`config.mk`:
```
export PLATFORM = sky130hd
export DESIGN_NAME = crc16_decode_flat
export DESIGN_NICKNAME = d
export VERILOG_FILES = /design/src/rtl/crc16_decode_if.sv /design/src/rtl/crc16_decode.sv /design/src/flat_wrapper.sv
export SDC_FILE = /design/constraint.sdc
export NUM_CORES = 1
export LEC_CHECK = 0
export ABC_AREA = 1
export BUFFER_PORTS_ARGS = -buffer_cell sky130_fd_sc_hd__buf_2
export CORE_MARGIN = 4
export CORE_UTILIZATION = 50
export CTS_CLUSTER_DIAMETER = 120
export CTS_CLUSTER_SIZE = 25
export DETAILED_ROUTE_END_ITERATION = 12
export GPL_ROUTABILITY_DRIVEN = 0
export GPL_TIMING_DRIVEN = 1
export MAX_ROUTING_LAYER = met4
export PLACE_DENSITY = 0.82
export SETUP_SLACK_MARGIN = 0.4
export SLEW_MARGIN = 25
export SYNTH_ARGS = -nofsm -noshare
export SYNTH_HDL_FRONTEND = slang
export SYNTH_SLANG_ARGS = --single-unit
```
`constraint.sdc`:
```
create_clock -name clock -period 2.8 [get_ports clock]
set_input_delay 0.42 -clock clock [delete_from_list [all_inputs] [get_ports clock]]
set_output_delay 0.42 -clock clock [all_outputs]
set_load 0.05 [all_outputs]
```
`src/rtl/crc16_decode_if.sv`:
```
// Bundle of the serial receive-side signals that connect the bit-level front end
// (unstuffer / EOP detector) to the packet decoder.
interface crc16_decode_if;
    // Front end -> decoder
    logic        pkt_start;
    logic        bit_in;
    logic        bit_valid;
    logic        eop;

    // Decoder -> consumer
    logic [71:0] pkt_out;
    logic        pkt_valid;
    logic        crc_ok;
    logic        len_err;
    logic        busy;

    // The front end drives the serial stream and observes the decoded result
    modport master (
        output pkt_start,
        output bit_in,
        output bit_valid,
        output eop,
        input  pkt_out,
        input  pkt_valid,
        input  crc_ok,
        input  len_err,
        input  busy
    );

    // The decoder consumes the serial stream and reports the decoded result
    modport slave (
        input  pkt_start,
        input  bit_in,
        input  bit_valid,
        input  eop,
        output pkt_out,
        output pkt_valid,
        output crc_ok,
        output len_err,
        output busy
    );
endinterface

```
`src/rtl/crc16_decode.sv`:
```
// Serial packet decoder: collects an 8-bit PID and 64 data bits into a
// 72-bit parallel word, runs the 16 trailing CRC bits plus the data through a
// USB CRC16 LFSR and checks the fixed residual once the EOP arrives.
// Early EOPs and overlong packets are reported as a one-cycle length error.
module crc16_decode (
    input  logic          clock,
    input  logic          reset_n,
    crc16_decode_if.slave bus
);

    localparam logic [15:0] LFSR_SEED    = 16'hFFFF;
    localparam logic [15:0] CRC_RESIDUAL = 16'h800D;
    localparam logic [6:0]  LAST_PID_BIT  = 7'd7;
    localparam logic [6:0]  LAST_DATA_BIT = 7'd71;
    localparam logic [6:0]  LAST_CRC_BIT  = 7'd87;
    localparam logic [6:0]  CNT_MAX       = 7'h7F;

    typedef enum logic [2:0] {
        IDLE,
        RECV_PID,
        RECV_DATA,
        RECV_CRC,
        WAIT_EOP,
        DONE
    } stateType;

    stateType    r_state;
    stateType    w_stateNext;

    logic [6:0]  r_bitCnt;
    logic [15:0] r_lfsr;
    logic [71:0] r_pkt;
    logic        r_lenErr;

    logic        w_restart;
    logic        w_accept;
    logic        w_lenErrSet;
    logic        w_inPayload;
    logic        w_inCrcSpan;
    logic [15:0] w_lfsrNext;
    logic        w_pktValid;

    // One step of the USB CRC16 LFSR (x^16 + x^15 + x^2 + 1), fed MSB-side
    function automatic logic [15:0] lfsrStep(input logic [15:0] state,
                                             input logic        din);
        logic        fb;
        logic [15:0] nxt;
        fb      = din ^ state[15];
        nxt     = {state[14:0], 1'b0};
        nxt[0]  = fb;
        nxt[2]  = state[1] ^ fb;
        nxt[15] = state[14] ^ fb;
        return nxt;
    endfunction

    // Datapath helpers: which accepted bits land in the SIPO and which clock the LFSR
    always_comb begin
        w_inPayload = (r_bitCnt <= LAST_DATA_BIT);
        w_inCrcSpan = (r_bitCnt > LAST_PID_BIT) && (r_bitCnt <= LAST_CRC_BIT);
        w_lfsrNext  = lfsrStep(r_lfsr, bus.bit_in);
    end

    // State register; pkt_start is handled as a next-state decision, reset wins over all
    always_ff @(posedge clock) begin
        if (!reset_n) begin
            r_state <= IDLE;
        end else begin
            r_state <= w_stateNext;
        end
    end

    // Next-state logic plus the per-cycle accept/restart/length-error strobes
    always_comb begin
        w_stateNext = r_state;
        w_restart   = 1'b0;
        w_accept    = 1'b0;
        w_lenErrSet = 1'b0;

        if (bus.pkt_start) begin
            w_stateNext = RECV_PID;
            w_restart   = 1'b1;
        end else begin
            case (r_state)
                IDLE: begin
                    w_stateNext = IDLE;
                end
                RECV_PID: begin
                    if (bus.eop) begin
                        w_stateNext = IDLE;
                        w_lenErrSet = 1'b1;
                    end else if (bus.bit_valid) begin
                        w_accept = 1'b1;
                        if (r_bitCnt == LAST_PID_BIT) begin
                            w_stateNext = RECV_DATA;
                        end
                    end
                end
                RECV_DATA: begin
                    if (bus.eop) begin
                        w_stateNext = IDLE;
                        w_lenErrSet = 1'b1;
                    end else if (bus.bit_valid) begin
                        w_accept = 1'b1;
                        if (r_bitCnt == LAST_DATA_BIT) begin
                            w_stateNext = RECV_CRC;
                        end
                    end
                end
                RECV_CRC: begin
                    if (bus.eop) begin
                        w_stateNext = IDLE;
                        w_lenErrSet = 1'b1;
                    end else if (bus.bit_valid) begin
                        w_accept = 1'b1;
                        if (r_bitCnt == LAST_CRC_BIT) begin
                            w_stateNext = WAIT_EOP;
                        end
                    end
                end
                WAIT_EOP: begin
                    if (bus.eop) begin
                        w_stateNext = DONE;
                    end else if (bus.bit_valid) begin
                        w_stateNext = IDLE;
                        w_lenErrSet = 1'b1;
                    end
                end
                DONE: begin
                    w_stateNext = IDLE;
                end
                default: begin
                    w_stateNext = IDLE;
                end
            endcase
        end
    end

    // Bit counter, SIPO shifter, CRC LFSR and the registered length-error pulse
    always_ff @(posedge clock) begin
        if (!reset_n) begin
            r_bitCnt <= '0;
            r_lfsr   <= LFSR_SEED;
            r_pkt    <= '0;
            r_lenErr <= 1'b0;
        end else begin
            r_lenErr <= w_lenErrSet;
            if (w_restart) begin
                r_bitCnt <= '0;
                r_lfsr   <= LFSR_SEED;
            end else if (w_accept) begin
                if (r_bitCnt != CNT_MAX) begin
                    r_bitCnt <= r_bitCnt + 7'd1;
                end
                if (w_inPayload) begin
                    r_pkt <= {bus.bit_in, r_pkt[71:1]};
                end
                if (w_inCrcSpan) begin
                    r_lfsr <= w_lfsrNext;
                end
            end
        end
    end

    // Result strobes are decoded straight from DONE so they line up with the held packet
    always_comb begin
        w_pktValid    = (r_state == DONE);
        bus.pkt_valid = w_pktValid;
        bus.crc_ok    = w_pktValid && (r_lfsr == CRC_RESIDUAL);
        bus.len_err   = r_lenErr;
        bus.busy      = (r_state != IDLE);
        bus.pkt_out   = r_pkt;
    end

endmodule

```
`src/flat_wrapper.sv`:
```
// flat-port wrapper written by rule: the top's interface ports become plain ports
module crc16_decode_flat 
  (clock, reset_n, bus_pkt_start, bus_bit_in, bus_bit_valid, bus_eop, bus_pkt_out, bus_pkt_valid, bus_crc_ok, bus_len_err, bus_busy);
  crc16_decode_if bus_i ();
  input  logic clock;
  input  logic reset_n;
  input wire logic [$bits(bus_i.pkt_start)-1:0] bus_pkt_start;
  input wire logic [$bits(bus_i.bit_in)-1:0] bus_bit_in;
  input wire logic [$bits(bus_i.bit_valid)-1:0] bus_bit_valid;
  input wire logic [$bits(bus_i.eop)-1:0] bus_eop;
  output wire logic [$bits(bus_i.pkt_out)-1:0] bus_pkt_out;
  output wire logic [$bits(bus_i.pkt_valid)-1:0] bus_pkt_valid;
  output wire logic [$bits(bus_i.crc_ok)-1:0] bus_crc_ok;
  output wire logic [$bits(bus_i.len_err)-1:0] bus_len_err;
  output wire logic [$bits(bus_i.busy)-1:0] bus_busy;
  assign bus_i.pkt_start = bus_pkt_start;
  assign bus_i.bit_in = bus_bit_in;
  assign bus_i.bit_valid = bus_bit_valid;
  assign bus_i.eop = bus_eop;
  assign bus_pkt_out = bus_i.pkt_out;
  assign bus_pkt_valid = bus_i.pkt_valid;
  assign bus_crc_ok = bus_i.crc_ok;
  assign bus_len_err = bus_i.len_err;
  assign bus_busy = bus_i.busy;
  crc16_decode u_core (.clock(clock), .reset_n(reset_n), .bus(bus_i));
endmodule
```
; ---- Yosys cells after proc, flatten, opt, wreduce, memory -nomap -nowiden
; Index checks and enable logic that the tools add are counted.
[op_classes]
n_addsub = 1
order_cmp = 3
n_eq_ne = 24
mux = 20
bitwise = 5
n_reduce_logical = 11
[ops]
columns = cell, count
row1 = 3-bit 2-to-1 mux, 11
row2 = "16-bit equality test, second input constant", 1
row3 = "4-bit inequality test, second input constant", 4
row4 = "7-bit equality test, second input constant", 2
row5 = "7-bit <= comparator, second input constant", 2
row6 = 7-bit AND reduction, 2
row7 = "3-bit inequality test, second input constant", 4
row8 = "4-bit by 3-bit inequality test with 1-bit output, second input constant", 3
row9 = 3-bit one-hot mux with 4 select lines, 1
row10 = "3-bit by 2-bit inequality test with 1-bit output, second input constant", 3
row11 = "7-bit by 1-bit adder with 7-bit output, second input constant", 1
row12 = "7-bit by 3-bit equality test with 1-bit output, second input constant", 1
row13 = "7-bit by 3-bit > comparator with 1-bit output, second input constant", 1
row14 = 1-bit 2-to-1 mux, 7
row15 = "7-bit inequality test, second input constant", 1
row16 = "3-bit by 2-bit equality test with 1-bit output, second input constant", 2
row17 = "3-bit equality test, second input constant", 2
row18 = 2-bit AND reduction, 2
row19 = 2-bit OR reduction, 2
row20 = "3-bit by 1-bit equality test with 1-bit output, second input constant", 1
row21 = 3-bit AND reduction, 1
row22 = 3-bit nonzero test, 1
row23 = 3-bit OR reduction, 1
row24 = 1-bit bitwise XOR, 3
row25 = 3 further kinds, 5
[word_totals]
reg_bits = 99
input_bits = 6

; ---- Logic depth before layout (Yosys ltp)
[logic_depth]
ltp_word = 6
ltp_mapped = 10
ltp_nobuf = 10

; ---- Worst setup path before layout
; OpenSTA, ideal clock, no wires.
[synth_timing]
path_type = register -> output
from = reg u_core.r_state[2]
to = out bus_crc_ok
t_arrival_ns = 2.881
setup_slack_ns = -0.501
stages_incl_launch_ff = 5
path_buffers = 0
cell_sequence = dfxtp_1 -> inv_2 -> nor3_1 -> nand3_1 -> nor3_1
[synth_via]
elab_chain_len = 2
[synth_lines]
columns = element, line_no
row1 = from (decl), crc16_decode.sv:27  ; stateType r_state;
row2 = from (signal assigned), crc16_decode.sv:68  ; r_state <= w_stateNext;
row3 = 3-bit equality test, crc16_decode.sv:166  ; w_pktValid = (r_state == DONE);
row4 = via bus_pkt_valid, flat_wrapper.sv:12  ; output wire logic [$bits(bus_i.pkt_valid)-1:0] bus_pkt_valid;
row5 = 1-bit logical AND, crc16_decode.sv:168  ; bus.crc_ok = w_pktValid && (r_lfsr == CRC_RESIDUAL);
row6 = to (decl), flat_wrapper.sv:13  ; output wire logic [$bits(bus_i.crc_ok)-1:0] bus_crc_ok;
; The timed path passes the listed nets, and every way through them passes these cells.

; ---- Worst setup path in the final report
[layout_timing]
from = reg u_core.r_state[2]
to = out bus_crc_ok
[layout_via]
elab_chain_len = 2
[layout_lines]
columns = element, line_no
row1 = 3-bit equality test, crc16_decode.sv:166
row2 = 1-bit logical AND, crc16_decode.sv:168
; No other way between the ends.

==> out/results.tsv <==
stage	metric	value	unit
critical_path	setup.worst_path.end	bus_crc_ok	
job	cap_violations	0	
timing	timing.final.crit_share	76.16	%
grt	grt_busiest_layer	met2	
grt	grt_use_met2	31.63	%
status	outcome	finished clean	
synth	yosysTopAreaCell	dfxtp_1	
timing	slew_headroom	63.23	%
drt	drtAntennaViolNets	0	
critical_path	crit_slowest_cell	dfxtp_1	
grt	grt_use_total	19.17	%
cells_and_area	antennaDiodeCount	0	
floorplanning	coreArea	0.007687	sq mm
cts	clock_latency	360	ps
timing	hold_violations	0	
grt	grt_pass1_wl	14940	um
drt	drt_wl_total	8701	um
critical_path	critPathArrivalTime	1710	ps
drt	first_iter_violations	213	
critical_path	ff2ff_setup_slack	840	ps
grt	grt_pass1_vias	3350	
cells_and_area	final_cell_mix	nor2_1, dfxtp_1, buf_2	
synth	async_reset_ff_share	0	%
grt	grt_antenna_before_repair	0	
timing	fin_tns_setup	0	ps
cells_and_area	finalNonFillerCells	704	
grt	grt_overflow	0	
cts	cts_resized	0	
critical_path	crit_type	flop to output port	
floorplanning	io_pins	82	
synth	netlist_area	0.003948	sq mm
critical_path	path_cells	inv_2 > nor3_2 > nand3_1 > nor3_4 > buf_2	
drt	wl_per_cell	12.36	um
drt	drc	0	
floorplanning	start_util	51.35	%
cells_and_area	finish.utilization	59.28	%
critical_path	r2r_cells	9	
floorplanning	die_x	96.86	um
cts	cts_hold_buf	0	
floorplanning	rows	32	
cells_and_area	finalNetCount	604	
pwr	static-leakage-power	2.113	nW
critical_path	rr_endpoint	u_core.bus.pkt_out[41]	
cells_and_area	drive_gt1_share	18.94	%
timing	fin_crit	2133	ps
drt	drt_pass1_iterations	4	
cts	clockRootBuffer	clkbuf_8	
synth	synth.top_cell.area_share	50.21	%
placement	post_dp_cell_area	0.004389	sq mm
synth	synth_area_leaders	dfxtp_1, nor2_1, o21ai_0	
placement	port_buffers	81	
cts	cts_tree	built	
worst_hold_path	min_path_type	input port to flop	
cts	cts_made_buffers	9	
timing	clock_skew	10.91	ps
cts	post_cts_buffers	0	
timing	rsz0062_at_grt	false	
cells_and_area	n_fill_cell	716	
grt	grt_max_degree	73	
floorplanning	die_height	96.86	um
cells_and_area	postLayoutCellArea	0.004557	sq mm
pwr	powerDensity	566.8	mW/mm^2
pwr	vdd_drop_max	0.2577	mV
drt	avgViaCountPerCell	5.152	
placement	dp.cells	688	
floorplanning	die-area	0.009381	sq mm
cts	clk_pin_slew	90	ps
critical_path	crit_fanout	5	
timing	drv_slew	0	
critical_path	startpoint	u_core.r_state[2]	
synth	synth_fp_nets	533	
critical_path	required	2380	ps
placement	hpwl	5987	um
critical_path	end_kind	output port	
grt	met3_usage	4.542	%
synth	synth_seq_cells	99	
synth	ys_types	31	
synth	syn_area_per_cell	7.505	sq um
cells_and_area	layout_commonest_cell	nor2_1	
critical_path	cpPeakStageDelay	410	ps
synth	synth_edf_count	0	
timing	tightest_slew	551.5	ps
drt	num_vias	3627	
timing	setup_viol	0	
timing	fmax	468.9	MHz
cells_and_area	area_growth	15.44	%
grt	globalRouteMet1Util	22.55	%
cts	h-tree-depth	3	
synth	yosysWarnings	0	
cts	ctsLongestPathBuffers	2	
synth	synthFlopType	dfxtp_1	
synth	synthCells	526	
synth	ys_seq_area_share	50.21	%
cts	cts_sinks	99	
critical_path	start_kind	flop	
critical_path	worstReg2RegStart	u_core.r_bitCnt[0]	
-- cell usage after synthesis (2+ instances only) --
library cell and instances:
inv_1 21, a21oi_1 9, o21ai_0 78, nand2_2 3, nor3_1 3, dfxtp_1 99
nand3_1 53, clkbuf_2 7, nand2_1 47, buf_2 3, buf_4 2, buf_6 8
nor4_1 2, clkbuf_1 8, xnor2_1 4, nor2_1 164
-- report_power, final --
| group | total (mW) | switching (mW) | internal [mW] |
|---|---|---|---|
| sequential | 1.47 | 0.0278 | 1.44 |
| combinational | 0.315 | 0.237 | 0.0780 |
| clock | 0.797 | 0.474 | 0.323 |
-- metal layers --
| layer | part of all wire (%) | up-vias |
|---|---|---|
| li1 | - | 1848 |
| met1 | 44 | 1654 |
| met2 | 48 | 110 |
| met3 | 6.2 | 15 |
| met4 | 1.8 | 0 |
| met5 | 0 | - |
-- worst min-delay path by stage --
stage,start,to,slack (ps),cells after the start
2_1_floorplan,u_core.r_lfsr[1],u_core.r_lfsr[1],430,2
3_3_place_gp,u_core.r_lfsr[1],u_core.r_lfsr[1],440,2
3_5_place_dp,u_core.r_lfsr[1],u_core.r_lfsr[1],450,2
4_1_cts,bus_bit_in,u_core.bus.pkt_out[71],330,3
5_1_grt,reset_n,u_core.r_state[0],380,3
6_report,bus_bit_in,u_core.bus.pkt_out[71],360,3
-- through the flow --
stage          worst slack [ps]  total power, mW  hold slack, ps
4_1_cts                   623.3            2.622           332.0
6_report                  667.5            2.583           358.3
3_3_place_gp              853.7            1.812           444.2
3_5_place_dp              763.9            1.819           447.9
2_1_floorplan             502.8            1.750           428.9
5_1_grt                   529.8            2.708           380.9
-- sequential cells by signal, indices dropped and copies added (netlist names) --
| signal | count |
|---|---|
| u_core.r_bitCnt | 7 |
| u_core.bus.len_err | 1 |
| u_core.r_lfsr | 16 |
| u_core.bus.pkt_out | 72 |
| u_core.r_state | 3 |
-- final cells by class --
class                           count  area, sq um  share of cell area (%)
Timing Repair Buffer               88        483.0                   10.60
Clock inverter                      6        40.04                  0.8786
Multi-Input combinational cell    376         1708                   37.48
Inverter                           23        88.84                   1.949
Clock buffer                       10        127.6                   2.801
Sequential cell                    99         1982                   43.49
Tap cell                          102        127.6                   2.801
-- logic make-up after synthesis --
family | Yosys count | share of synthesized area (%)
compound gates | 91 | 12.04
xor+xnor | 5 | 1.109
buf+inv | 51 | 6.941
flops | 99 | 50.21
simple gates | 279 | 29.38
fa+ha+maj | 1 | 0.3169
-- critical path, delay by kind of cell, from the launching register on --
kind | cells | cell delay, ps
and+or+nand+nor | 3 | 570
buffers and inverters | 2 | 370
DFF | 1 | 410
Note: power is estimated with default switching activity, not from simulation.
